### src/rtl/param_updown_counter.sv
// Parametrised modulo-(MAX_VAL+1) up/down counter with load, clear, one-shot,
// terminal-count pulse and sticky done flag. Optional wrap counter: CNT_WRAP_COUNTER_EN.
`timescale 1ns/1ps
module param_updown_counter #(
    parameter int WIDTH   = 4,
    parameter int MAX_VAL = 15,
    parameter int WRAP_W  = 8
) (
    input  logic             clk,
    input  logic             rst_n,
    input  logic             clr,
    input  logic             load,
    input  logic [WIDTH-1:0] load_val,
    input  logic             en,
    input  logic             up_dn,
    input  logic             one_shot,
    output logic [WIDTH-1:0] cnt_out,
    output logic             tc,
    output logic             done
`ifdef CNT_WRAP_COUNTER_EN
    ,
    output logic [WRAP_W-1:0] wrap_cnt
`endif
);

    localparam longint CAP = (64'sd1 <<< WIDTH) - 64'sd1;

    // Reject parameter sets that cannot be represented.
    if (WIDTH < 1) begin : g_bad_width
        $error("param_updown_counter: WIDTH must be >= 1");
    end
    if (MAX_VAL < 1 || longint'(MAX_VAL) > CAP) begin : g_bad_max
        $error("param_updown_counter: MAX_VAL out of range 1..2^WIDTH-1");
    end
    if (WRAP_W < 1) begin : g_bad_wrap
        $error("param_updown_counter: WRAP_W must be >= 1");
    end

    localparam logic [WIDTH-1:0] MAX_V = WIDTH'(MAX_VAL);

    logic [WIDTH-1:0] cnt_q, cnt_d;
    logic             tc_q, tc_d;
    logic             done_q, done_d;

    logic [WIDTH-1:0] load_sat;
    logic [WIDTH-1:0] term_val;
    logic [WIDTH-1:0] wrap_val;
    logic [WIDTH-1:0] step_val;
    logic             at_term;
    logic             counting;
    logic             wrap_evt;

    // Direction-dependent terminal, wrap target and single step.
    always_comb begin
        load_sat = (load_val > MAX_V) ? MAX_V : load_val;
        term_val = up_dn ? MAX_V : '0;
        wrap_val = up_dn ? '0 : MAX_V;
        step_val = up_dn ? (cnt_q + WIDTH'(1'b1))
                         : (cnt_q - WIDTH'(1'b1));
        at_term  = (cnt_q == term_val);
        counting = en && !done_q;
        wrap_evt = !clr && !load && counting
                && at_term && !one_shot;
    end

    // Next-state for count, pulse and sticky flag; clr > load > count > hold.
    always_comb begin
        cnt_d  = cnt_q;
        tc_d   = 1'b0;
        done_d = done_q;
        if (clr) begin
            cnt_d  = '0;
            done_d = 1'b0;
        end else if (load) begin
            cnt_d  = load_sat;
            done_d = 1'b0;
        end else if (counting) begin
            if (at_term) begin
                tc_d = 1'b1;
                if (one_shot) begin
                    done_d = 1'b1;
                end else begin
                    cnt_d = wrap_val;
                end
            end else begin
                cnt_d = step_val;
            end
        end
    end

    // Counter state registers.
    always_ff @(posedge clk or negedge rst_n) begin
        if (!rst_n) begin
            cnt_q  <= '0;
            tc_q   <= 1'b0;
            done_q <= 1'b0;
        end else begin
            cnt_q  <= cnt_d;
            tc_q   <= tc_d;
            done_q <= done_d;
        end
    end

    assign cnt_out = cnt_q;
    assign tc      = tc_q;
    assign done    = done_q;

`ifdef CNT_WRAP_COUNTER_EN
    logic [WRAP_W-1:0] wrap_q, wrap_d;

    // Saturating count of wrap events; load leaves it untouched.
    always_comb begin
        wrap_d = wrap_q;
        if (clr) begin
            wrap_d = '0;
        end else if (wrap_evt && !(&wrap_q)) begin
            wrap_d = wrap_q + WRAP_W'(1'b1);
        end
    end

    // Wrap counter register.
    always_ff @(posedge clk or negedge rst_n) begin
        if (!rst_n) begin
            wrap_q <= '0;
        end else begin
            wrap_q <= wrap_d;
        end
    end

    assign wrap_cnt = wrap_q;
`else
    logic unused_wrap;
    assign unused_wrap = wrap_evt;
`endif

endmodule
### config.mk
export PLATFORM = sky130hd
export DESIGN_NAME = param_updown_counter
export DESIGN_NICKNAME = d
export VERILOG_FILES = /design/src/rtl/param_updown_counter.sv
export SDC_FILE = /design/constraint.sdc
export NUM_CORES = 1
export LEC_CHECK = 0
export ABC_CLOCK_PERIOD_IN_PS = 2200
export CORE_AREA = 2 2 39 41
export DETAILED_ROUTE_END_ITERATION = 6
export DIE_AREA = 0 0 41 43
export DONT_BUFFER_PORTS = 1
export PLACE_DENSITY = 0.53
export SLEW_MARGIN = 20
export SYNTH_ARGS = -nofsm -noshare
export SYNTH_HDL_FRONTEND = slang
export SYNTH_SLANG_ARGS = --single-unit
### constraint.sdc
create_clock -name clk -period 2.2 [get_ports clk]
set_input_delay 0.11 -clock clk [delete_from_list [all_inputs] [get_ports clk]]
set_output_delay 0.11 -clock clk [all_outputs]
set_load 0.005 [all_outputs]
# Word level (Yosys, flattened, before mapping)
# Index checks and enable logic that the tools add are counted.
# totals
wordCells	33
inputBits	11
output_inout_bits	6
ff_bits	6
# op_classes
muxes	18
n_reduce_logical	7
n_lt_le_gt_ge	1
n_eq_ne	2
n_addsub	2
# ops
operator	n
$mux W4	9
$mux W1	9
$reduce_bool A3 Y1	3
$add A4 B1 Y4 const B	1
$eq A4 B4 Y1	1
$gt A4 B4 Y1 const B	1
$ne A4 B4 Y1 const B	1
$sub A4 B1 Y4 const B	1
$reduce_and A3 Y1	1
$reduce_and A2 Y1	1
$logic_and A1 B1 Y1	1
$logic_not A1 Y1	1

# Depth between registers and ports, before layout
# Gate-level depths: netlist (run 1).
# logic_depth
ltp_word	6
ltp_mapped	7

# Worst setup path after synthesis (run 1)
# OpenSTA, ideal clock, no wires.
# synth_timing
kind	reg2reg
start	register cnt_q[0], in the netlist cnt_out[0]
end	register cnt_q[2], in the netlist cnt_out[2]
setup_time_ns	0.128
setup_slack_ns	0.448
t_required_ns	2.072
path_buffers	0
arrival_ns	1.624
stages_incl_launch_ff	6
period_less_slack_ns	1.752
path_cell_list	dfrtp_1 fa_1 or2_2 o311ai_0 a21oi_1 mux2_1
# synth_between
elab_chain_cells	6
elab_cells_between_ends	10
# synth_lines
element	line_no	source
start: declaration	41	logic [WIDTH-1:0] cnt_q, cnt_d;
start signal: assignment	98	cnt_q <= cnt_d;
$sub A4 B1 Y4 / $add A4 B1 Y4 (equally long branches)	59, 58	
$mux W4	58	step_val = up_dn ? (cnt_q + WIDTH'(1'b1))
$mux W4	78	if (at_term) begin
$mux W4	77	end else if (counting) begin
$mux W4	74	end else if (load) begin
$mux W4	71	if (clr) begin
# Parallel ways exist; a longest one is shown, timed or not. The select of a mux whose other input is x is not followed.
# A chain may end at the register's enable or synchronous reset.

# Worst setup path in the final report (run 1)
# Ends and elaborated chain as after synthesis.

==> results of run 1 <==
## cell usage after synthesis (all sizes together), types with 2 or more instances
cell | n | area share
dfrtp | 6 | 0.29
o21ai | 5 | 0.056
a21oi | 4 | 0.061
inv | 4 | 0.029
mux2 | 3 | 0.065
a31oi | 2 | 0.024
buf | 2 | 0.031
ha | 2 | 0.048
nand2 | 2 | 0.015
nand3 | 2 | 0.019
nor2 | 2 | 0.015
or3 | 2 | 0.036
## cells by family (layout without fill, tap and decap cells)
kind of cell               Yosys count  count (layout)  share of synthesized area
muxes                                3               3                     0.0654
adders and majority gates            3               3                     0.0872
AOI/OAI and AO/OA                   19              19                      0.269
buffers and inverters                6              10                     0.0605
xor gates and xnor gates             1               1                     0.0170
DFF                                  6               6                      0.291
and+or+nand+nor                     17              17                      0.211
## placed cells by master, fill, tap and decap left out, types with 2 or more instances in the layout
| cell | instances |
|---|---|
| a31oi_1 | 2 |
| dlygate4sd3_1 | 3 |
| nand3_1 | 2 |
| inv_1 | 4 |
| nor2_1 | 2 |
| nand2_1 | 2 |
| a21oi_1 | 3 |
| dfrtp_1 | 6 |
| ha_1 | 2 |
| o21ai_0 | 4 |
| mux2_1 | 3 |
| clkbuf_4 | 3 |
## worst paths after layout
path	start	to	cells past startpoint
setup / recovery	cnt_out[0]$_DFFE_PN0P_	cnt_out[2]$_DFFE_PN0P_	5
hold / removal	load_val[0]	cnt_out[0]$_DFFE_PN0P_	2
setup reg to reg	cnt_out[0]$_DFFE_PN0P_	cnt_out[2]$_DFFE_PN0P_	5
hold reg to reg	cnt_out[1]$_DFFE_PN0P_	cnt_out[1]$_DFFE_PN0P_	1
max in group asynchronous	rst_n	done$_DFFE_PN0P_	1
min in group asynchronous	rst_n	cnt_out[2]$_DFFE_PN0P_	1
## where the power goes
group / switching (mW) / internal (mW)
Clock: 0.0430 / 0.0619
Sequential: 0.0192 / 0.120
Combinational: 0.0479 / 0.0503
Total: 0.110 / 0.232
## final cells by class
type / count / area share
multi-input combinational: 43 / 0.585
inverter: 4 / 0.0262
tap: 16 / 0.0349
timing repair buffer: 3 / 0.0524
sequential: 6 / 0.262
clock buffer: 3 / 0.0393
## per-stage QoR
step                      cell area (sq um)  hold WS (ns)  std cells  power [mW]  setup WS (ns)
after floorplan                         517        -0.186         55       0.219          0.448
after global placement                  520        -0.185         69       0.233          0.311
after detailed placement                520        -0.185         69       0.233          0.320
after CTS                               573        0.0357         75       0.344          0.318
after global routing                    573        0.0529         75       0.365          0.206
final                                   573        0.0373         75       0.342          0.322
## state kept, by name, indices dropped and copies added (netlist names)
name,count
cnt_out,4
done,1
tc,1
## worst reg2reg max path: cells and delay by family (launching register included)
family                   cells  cell delay [ns]
AO/OA/AOI/OAI                2             0.20
adder cells (fa/ha/maj)      1             0.48
flip-flops                   1             0.50
multiplexers                 1             0.30
AND/OR/NAND/NOR              1             0.28
## routing by layer
metal,up-vias,share of wire,global-route usage,wire length (um)
li1,219,-,-,-
met3,0,0.077,0.0785,87
met4,0,0,0.0600,0
met5,-,0,0,0
met2,20,0.47,0.216,532
met1,210,0.45,0.219,503
## what timing repair did
item	CTS	global route
hold endpoints to repair	8	0
hold buffers	3	0
gates resized for setup	0	0
==> impl_metrics.json, run 1 <==
{
  "cts_made_buffers": 3,
  "die_h_um": 43,
  "final_nets": 75,
  "worstPathBufferInverterCount": 0,
  "setup-violations-final": 0,
  "fin_setup_tns_ns": 0,
  "core_area_sq_um": 1380,
  "rsz0062_at_grt": "no",
  "grt_util_all_layers": 0.161,
  "portBuffers": 0,
  "area_growth_pct": 10.9,
  "criticalPathCategory": "reg2reg",
  "yosysSeqAreaShare": 0.291,
  "synth_cell_types": 35,
  "critPathLaunchType": "flip-flop",
  "holdCritPathClass": "in2reg",
  "post_cts_buffers": 0,
  "worstPathRequired_ns": 2.33,
  "cpPeakStageDelay_ns": 0.50,
  "cp_top_family": "flip-flops",
  "fillers": 145,
  "ff_latch_area_sq_um": 150,
  "vias": 449,
  "synth.net_count": 69,
  "clk_latency_ns": 0.25,
  "gp_congestion": 0.757,
  "diodes": 0,
  "rows": 14,
  "p_per_area_nw_per_um2": 597,
  "die-area_sq_um": 1760,
  "h-tree-depth": 1,
  "tightest_slew_ns": 0.358,
  "wl_per_cell_um": 15.0,
  "synth-edff-count": 0,
  "first_iter_violations": 8,
  "routed_wl_mm": 1.12,
  "fin_util": 0.414,
  "path_clk_slew_ns": 0.05,
  "cts_tree": "done",
  "synth_area_sq_um": 517,
  "endpoint_kind": "flip-flop",
  "grt_overflow": 0,
  "postSynthCellCount": 55,
  "io_pins": 17,
  "finClkSkew_ns": 0.00425,
  "multiInputGateArea_sq_um": 335,
  "slew_headroom": 0.761,
  "vdd_ir_drop_max_mv": 0.290,
  "synthFlopType": "dfrtp_1",
  "worst-endpoint-arrival_ns": 2.01,
  "min_period_ns": 1.88,
  "grt_max_degree": 12,
  "max_freq_mhz": 533,
  "cts_num_sinks": 6,
  "maxCapViolCount": 0,
  "async_reset_ff_frac": 1.00,
  "start_util": 0.373,
  "antenna_found_initial": 0,
  "root_buffer": "clkbuf_4",
  "crit_chain": "fa_1 -> or2_2 -> o311ai_0 -> a21oi_1 -> mux2_1",
  "dp_hpwl_um": 864,
  "grt_pass1_vias": 420,
  "p_leak_nw": 0.242,
  "fin_crit_sh": 0.854,
  "synth-seq-cells": 6,
  "synth.avg_cell_area_sq_um": 9.40,
  "drtPass1Iterations": 4,
  "status": "finished clean",
  "die_w_um": 41,
  "clk_path_buf_depth": 2,
  "grt_pass1_wl_mm": 1.89,
  "r2r_setup_slack_ns": 0.32,
  "ant_nets": 0,
  "crit_slowest_cell": "dfrtp_1",
  "drive_above_1_share": 0.153,
  "drv_slew": 0,
  "final_hold_viol_count": 0,
  "ys_warn_count": 0,
  "routed_via_density": 5.99,
  "drc_errors": 0,
  "cp_max_fo": 11
}
Note: power is estimated with default switching activity, not from simulation.
==> inputs of run 2 (changes only) <==
Settings changed: ABC_AREA set to 1, PLACE_DENSITY 0.53 to 0.5.
==> impl_metrics.json, run 2 <==
{
  "p_leak_nw": 0.271,
  "routed_wl_mm": 1.07,
  "ant_nets": 0,
  "synthSimpleGateAreaFrac": 0.418,
  "antenna_found_initial": 0,
  "critPathLaunchType": "flip-flop",
  "final_cells": 87,
  "crit_chain": "fa_1 -> xnor2_1 -> nand2_1 -> nand2_1 -> nand2_1 -> nand2_1 -> o21ai_1",
  "grt_overflow": 0,
  "placed_cell_area_sq_um": 499,
  "synth-seq-cells": 6,
  "finalInstanceArea_sq_um": 532,
  "cpPeakStageDelay_ns": 0.48,
  "p_comb_frac": 0.284,
  "postSynthCellCount": 67,
  "holdCritPathClass": "in2reg",
  "fin_ws_ns": 0.739,
  "synthFlopType": "dfrtp_1",
  "switching_share": 0.346,
  "grt_max_degree": 8,
  "diodes": 0,
  "h-tree-depth": 1,
  "gp_congestion": 0.765,
  "vdd_ir_drop_max_mv": 0.263,
  "status": "finished clean",
  "synth-edff-count": 0,
  "drive_above_1_share": 0.155,
  "finClkSkew_ns": 0.000934,
  "pwr-share-clk": 0.304,
  "largest_register_ff_count": 4,
  "dp.cells": 83,
  "io_pins": 17,
  "grt_pass1_wl_mm": 1.79,
  "endpoint_kind": "flip-flop",
  "synth_area_leaders": "dfrtp_1, nand2_1, nand3_1",
  "first_iter_violations": 13,
  "drv_slew": 0,
  "synth.largest_area_cell": "dfrtp_1",
  "clk_path_buf_depth": 2,
  "tightest_slew_ns": 0.305,
  "worst-endpoint-arrival_ns": 1.59,
  "synth_top_area_share": 0.313,
  "p_per_area_nw_per_um2": 630,
  "yosys-top-cells-count": "nand2_1, dfrtp_1, inv_1, nand3_1, nor2_1",
  "fin_util": 0.384,
  "drc_errors": 0,
  "final_nets": 87,
  "seqPwrFrac": 0.412,
  "maxCapViolCount": 0,
  "p_switching_uw": 116,
  "die_w_um": 41,
  "worstPathBufferInverterCount": 0,
  "internal-power_uw": 219,
  "wl_per_cell_um": 12.3,
  "synth.net_count": 81,
  "min_period_ns": 1.46,
  "ff_latch_area_sq_um": 150,
  "drtPass1Iterations": 4,
  "yosysSeqAreaShare": 0.313,
  "die_h_um": 43,
  "root_buffer": "clkbuf_4",
  "grt_pass1_vias": 419,
  "final_common_cell": "nand2_1",
  "cts_made_buffers": 3,
  "final_cell_mix": "nand2_1, inv_1, nand3_1, nor2_1, dfrtp_1",
  "portBuffers": 0,
  "pre_cts_ws_ns": 0.726,
  "synth-xor-area-share": 0.0183,
  "criticalPathCategory": "reg2reg",
  "cp_top_family": "flip-flops",
  "vias": 437,
  "synth-compound-area-share": 0.0862,
  "start_util": 0.346,
  "max_freq_mhz": 684,
  "worstPathRequired_ns": 2.33,
  "fin_crit_sh": 0.664,
  "yosysMostFrequentCell": "nand2_1",
  "cp_max_fo": 7,
  "cpMostUsedCell": "nand2_1",
  "clk_latency_ns": 0.24,
  "cts_resized": 0,
  "core_area_sq_um": 1380,
  "synth_top_family_by_area": "simple AND/OR/NAND/NOR gates",
  "synth.avg_cell_area_sq_um": 7.15,
  "synth_cell_types": 19,
  "area_growth_pct": 11.0,
  "async_reset_ff_frac": 1.00,
  "cts_tree": "done",
  "crit_slowest_cell": "dfrtp_1",
  "ys_warn_count": 0,
  "synth_area_sq_um": 479,
  "slew_headroom": 0.797,
  "dp_hpwl_um": 882,
  "fillers": 157,
  "cts_num_sinks": 6,
  "multiInputGateArea_sq_um": 295,
  "path_clk_slew_ns": 0.04,
  "fin_setup_tns_ns": 0,
  "setup-violations-final": 0,
  "synth-adder-area-share": 0.0940,
  "rsz0062_at_grt": "no",
  "rows": 14,
  "grt_util_all_layers": 0.154,
  "final_hold_viol_count": 0,
  "synthMuxAreaShare": 0,
  "routed_via_density": 5.02,
  "die-area_sq_um": 1760
}
run 2: cell types whose count changed after synthesis, moves of 3 or more:
| cell | previous run | this run |
|---|---|---|
| mux2_1 | 3 | 0 |
| nand3_1 | 2 | 6 |
| inv_2 | 0 | 3 |
| nor2_1 | 2 | 6 |
| nand2_1 | 2 | 21 |
run 2: per-layer routing:
layer / vias to the layer above / GRT usage / part of all wire
met3: 0 / 0.0890 / 0.078
li1: 229 / - / -
met4: 0 / 0.0400 / 0
met5: - / 0 / 0
met1: 194 / 0.196 / 0.44
met2: 14 / 0.219 / 0.48
run 2: repair_timing:
action | 4_1_cts | 5_1_grt
hold buffers | 1 | 0
endpoints found under the hold margin | 6 | 0
endpoints found under the setup margin | 0 | 0
setup buffers | 0 | 0
run 2: layout make-up:
cell class | count | area share
multi-input cells | 52 | 0.555
flip-flops and latches | 6 | 0.282
inverters | 9 | 0.0635
clock buffers | 3 | 0.0424
well taps | 16 | 0.0376
repair buffers | 1 | 0.0188
run 2: power groups by stage:
stage	Combinational [mW]	Sequential (mW)	Clock (mW)
after detailed placement	0.0927	0.141	0
final	0.0952	0.138	0.102
after global placement	0.0925	0.140	0
after floorplan	0.0782	0.135	0
after global routing	0.112	0.141	0.113
after CTS	0.0965	0.139	0.105
run 2: stage by stage:
stage	hold slack (ns)	power, mW
5_1_grt	0.0445	0.365
2_1_floorplan	-0.186	0.213
6_report	0.0360	0.335
3_3_place_gp	-0.185	0.233
4_1_cts	0.0293	0.341
3_5_place_dp	-0.185	0.233
run 2: cells by family (layout without fill, tap and decap cells):
group                      after synthesis  after routing
xor gates and xnor gates                 1              1
DFF                                      6              6
buffers and inverters                    9             13
and+or+nand+nor                         40             40
adders and majority gates                3              3
AOI/OAI and AO/OA                        8              8
run 2: path summary, 6_finish.rpt:
check,start,end,slack [ns],depth (start not counted)
worst max-delay path,cnt_out[0]$_DFFE_PN0P_,cnt_out[2]$_DFFE_PN0P_,0.74,7
worst min-delay path,en,tc$_DFF_PN0_,0.04,2
worst max register to register,cnt_out[0]$_DFFE_PN0P_,cnt_out[2]$_DFFE_PN0P_,0.74,7
worst min register to register,cnt_out[2]$_DFFE_PN0P_,cnt_out[2]$_DFFE_PN0P_,0.55,2
max in group asynchronous,rst_n,cnt_out[1]$_DFFE_PN0P_,1.80,1
min in group asynchronous,rst_n,tc$_DFF_PN0_,0.18,1
run 2: worst register-to-register path, delay by kind of cell, from the launching register on:
kind | cells | cell delay [ns]
flops | 1 | 0.48
compound gates | 1 | 0.05
xor+xnor | 1 | 0.15
simple gates | 4 | 0.22
fa+ha+maj | 1 | 0.45
==> inputs of run 3 (changes only) <==
Settings changed: ABC_CLOCK_PERIOD_IN_PS 2200 to 1400.
Clock period 2.2 ns to 1.4 ns, I/O delays scaled along.
==> impl_metrics.json, run 3 (synthesized netlist as in run 2, its figures left out) <==
{
  "p_switching_uw": 192,
  "vias": 463,
  "drc_errors": 0,
  "min_period_ns": 1.37,
  "grt_pass1_vias": 453,
  "cts_num_sinks": 6,
  "die-area_sq_um": 1760,
  "p_comb_frac": 0.371,
  "cts_tree": "done",
  "busiest_layer": "met2",
  "gr-usage-met1": 0.176,
  "p_leak_nw": 0.307,
  "cpPeakStageDelay_ns": 0.40,
  "met3_usage": 0.115,
  "area_growth_pct": 29.5,
  "antenna_found_initial": 0,
  "p_per_area_nw_per_um2": 927,
  "routed_via_density": 4.93,
  "endpoint_kind": "flip-flop",
  "routed_wl_mm": 1.08,
  "clk_latency_ns": 0.24,
  "crit_slowest_cell": "dfrtp_1",
  "setup-violations-final": 0,
  "dp_hpwl_um": 876,
  "fin_total_pwr_uw": 575,
  "critPathLaunchType": "flip-flop",
  "vdd_ir_drop_max_mv": 0.801,
  "grt_util_all_layers": 0.153,
  "gp_congestion": 0.765,
  "internal-power_uw": 383,
  "holdCritPathClass": "in2reg",
  "multiInputGateArea_sq_um": 324,
  "tightest_slew_ns": 0.296,
  "timing.hold.ws_ns": 0.0427,
  "io_pins": 17,
  "final_cell_mix": "nand2_1, inv_1, dfrtp_1",
  "h-tree-depth": 1,
  "cpMostUsedCell": "nand2_1",
  "fin_setup_tns_ns": 0,
  "min_from": "load",
  "grt_max_degree": 7,
  "pre_cts_ws_ns": 0.00581,
  "switching_share": 0.334,
  "gr-usage-met2": 0.228,
  "drtPass1Iterations": 2,
  "portBuffers": 0,
  "final_nets": 94,
  "pwr-share-clk": 0.262,
  "grt_pass1_wl_mm": 1.79,
  "crit_chain": "ha_1 -> nand2_2 -> inv_4 -> nand4_4 -> nand2_4 -> inv_2 -> nand2_1 -> nand2_1",
  "rows": 14,
  "drv_slew": 0,
  "die_h_um": 43,
  "criticalPathCategory": "reg2reg",
  "die_w_um": 41,
  "worst-endpoint-arrival_ns": 1.50,
  "first_iter_violations": 8,
  "status": "finished clean",
  "fin_ws_ns": 0.0307,
  "path_clk_slew_ns": 0.04,
  "drive_above_1_share": 0.282,
  "wl_per_cell_um": 11.5,
  "fin_util": 0.448,
  "diodes": 0,
  "final_common_cell": "nand2_1",
  "rsz0062_at_grt": "yes",
  "worstReg2RegStart": "cnt_out[1]$_DFFE_PN0P_",
  "core_area_sq_um": 1380,
  "clk_path_buf_depth": 2,
  "slew_headroom": 0.802,
  "worstPathRequired_ns": 1.53,
  "ant_nets": 0,
  "cp_max_fo": 6,
  "max_freq_mhz": 730,
  "final_hold_viol_count": 0,
  "ff_latch_area_sq_um": 150,
  "start_util": 0.346,
  "seqPwrFrac": 0.368,
  "cts_made_buffers": 3,
  "startpoint": "cnt_out[1]$_DFFE_PN0P_",
  "largest_register_ff_count": 4,
  "finClkSkew_ns": 0.00104,
  "grt_overflow": 0,
  "fin_crit_sh": 0.978,
  "root_buffer": "clkbuf_4",
  "fillers": 146,
  "maxCapViolCount": 0
}
## run 3: what timing repair did
item | CTS | global route
buffers inserted | 0 | 1
hold endpoints to repair | 8 | 0
gates resized for setup | 1 | 7
hold buffers | 3 | 0
pin swaps | 0 | 6
setup endpoints to repair | 1 | 4
## run 3: power groups by stage
stage	Clock, mW	Sequential, mW	Combinational, mW
2_1_floorplan	0	0.213	0.123
3_3_place_gp	0	0.212	0.179
3_5_place_dp	0	0.212	0.176
4_1_cts	0.159	0.212	0.193
5_1_grt	0.170	0.213	0.242
6_report	0.151	0.212	0.213
## run 3: worst max-delay path: cells and delay by family, from the launching register on
kind	cells	cell delay (ns)
adders and majority gates	1	0.31
DFF	1	0.40
buffers and inverters	2	0.13
and+or+nand+nor	5	0.41
## run 3: final cells by class
type / instances / share of cell area
Multi-Input combinational cell: 52 / 0.522
Sequential cell: 6 / 0.242
Timing Repair Buffer: 8 / 0.109
Inverter: 9 / 0.0585
Clock buffer: 3 / 0.0363
Tap cell: 16 / 0.0323
## run 3: routing by layer
metal	vias up	share of wire
li1	244	-
met1	206	0.42
met2	13	0.49
met3	0	0.091
met4	0	0
met5	-	0
## run 3: through the flow
step                      instances  cell area (sq um)
after floorplan                  67                479
after global placement           87                529
after detailed placement         87                529
after CTS                        93                594
after global routing             94                621
final                            94                621
## run 3: worst paths after layout
kind,depth (start not counted),slack (ns),to
max in group asynchronous,1,1.02,cnt_out[0]$_DFFE_PN0P_
min in group asynchronous,1,0.15,cnt_out[3]$_DFFE_PN0P_
max reg2reg,8,0.03,cnt_out[1]$_DFFE_PN0P_
min reg2reg,2,0.55,done$_DFFE_PN0P_
max,8,0.03,cnt_out[1]$_DFFE_PN0P_
min,3,0.04,done$_DFFE_PN0P_
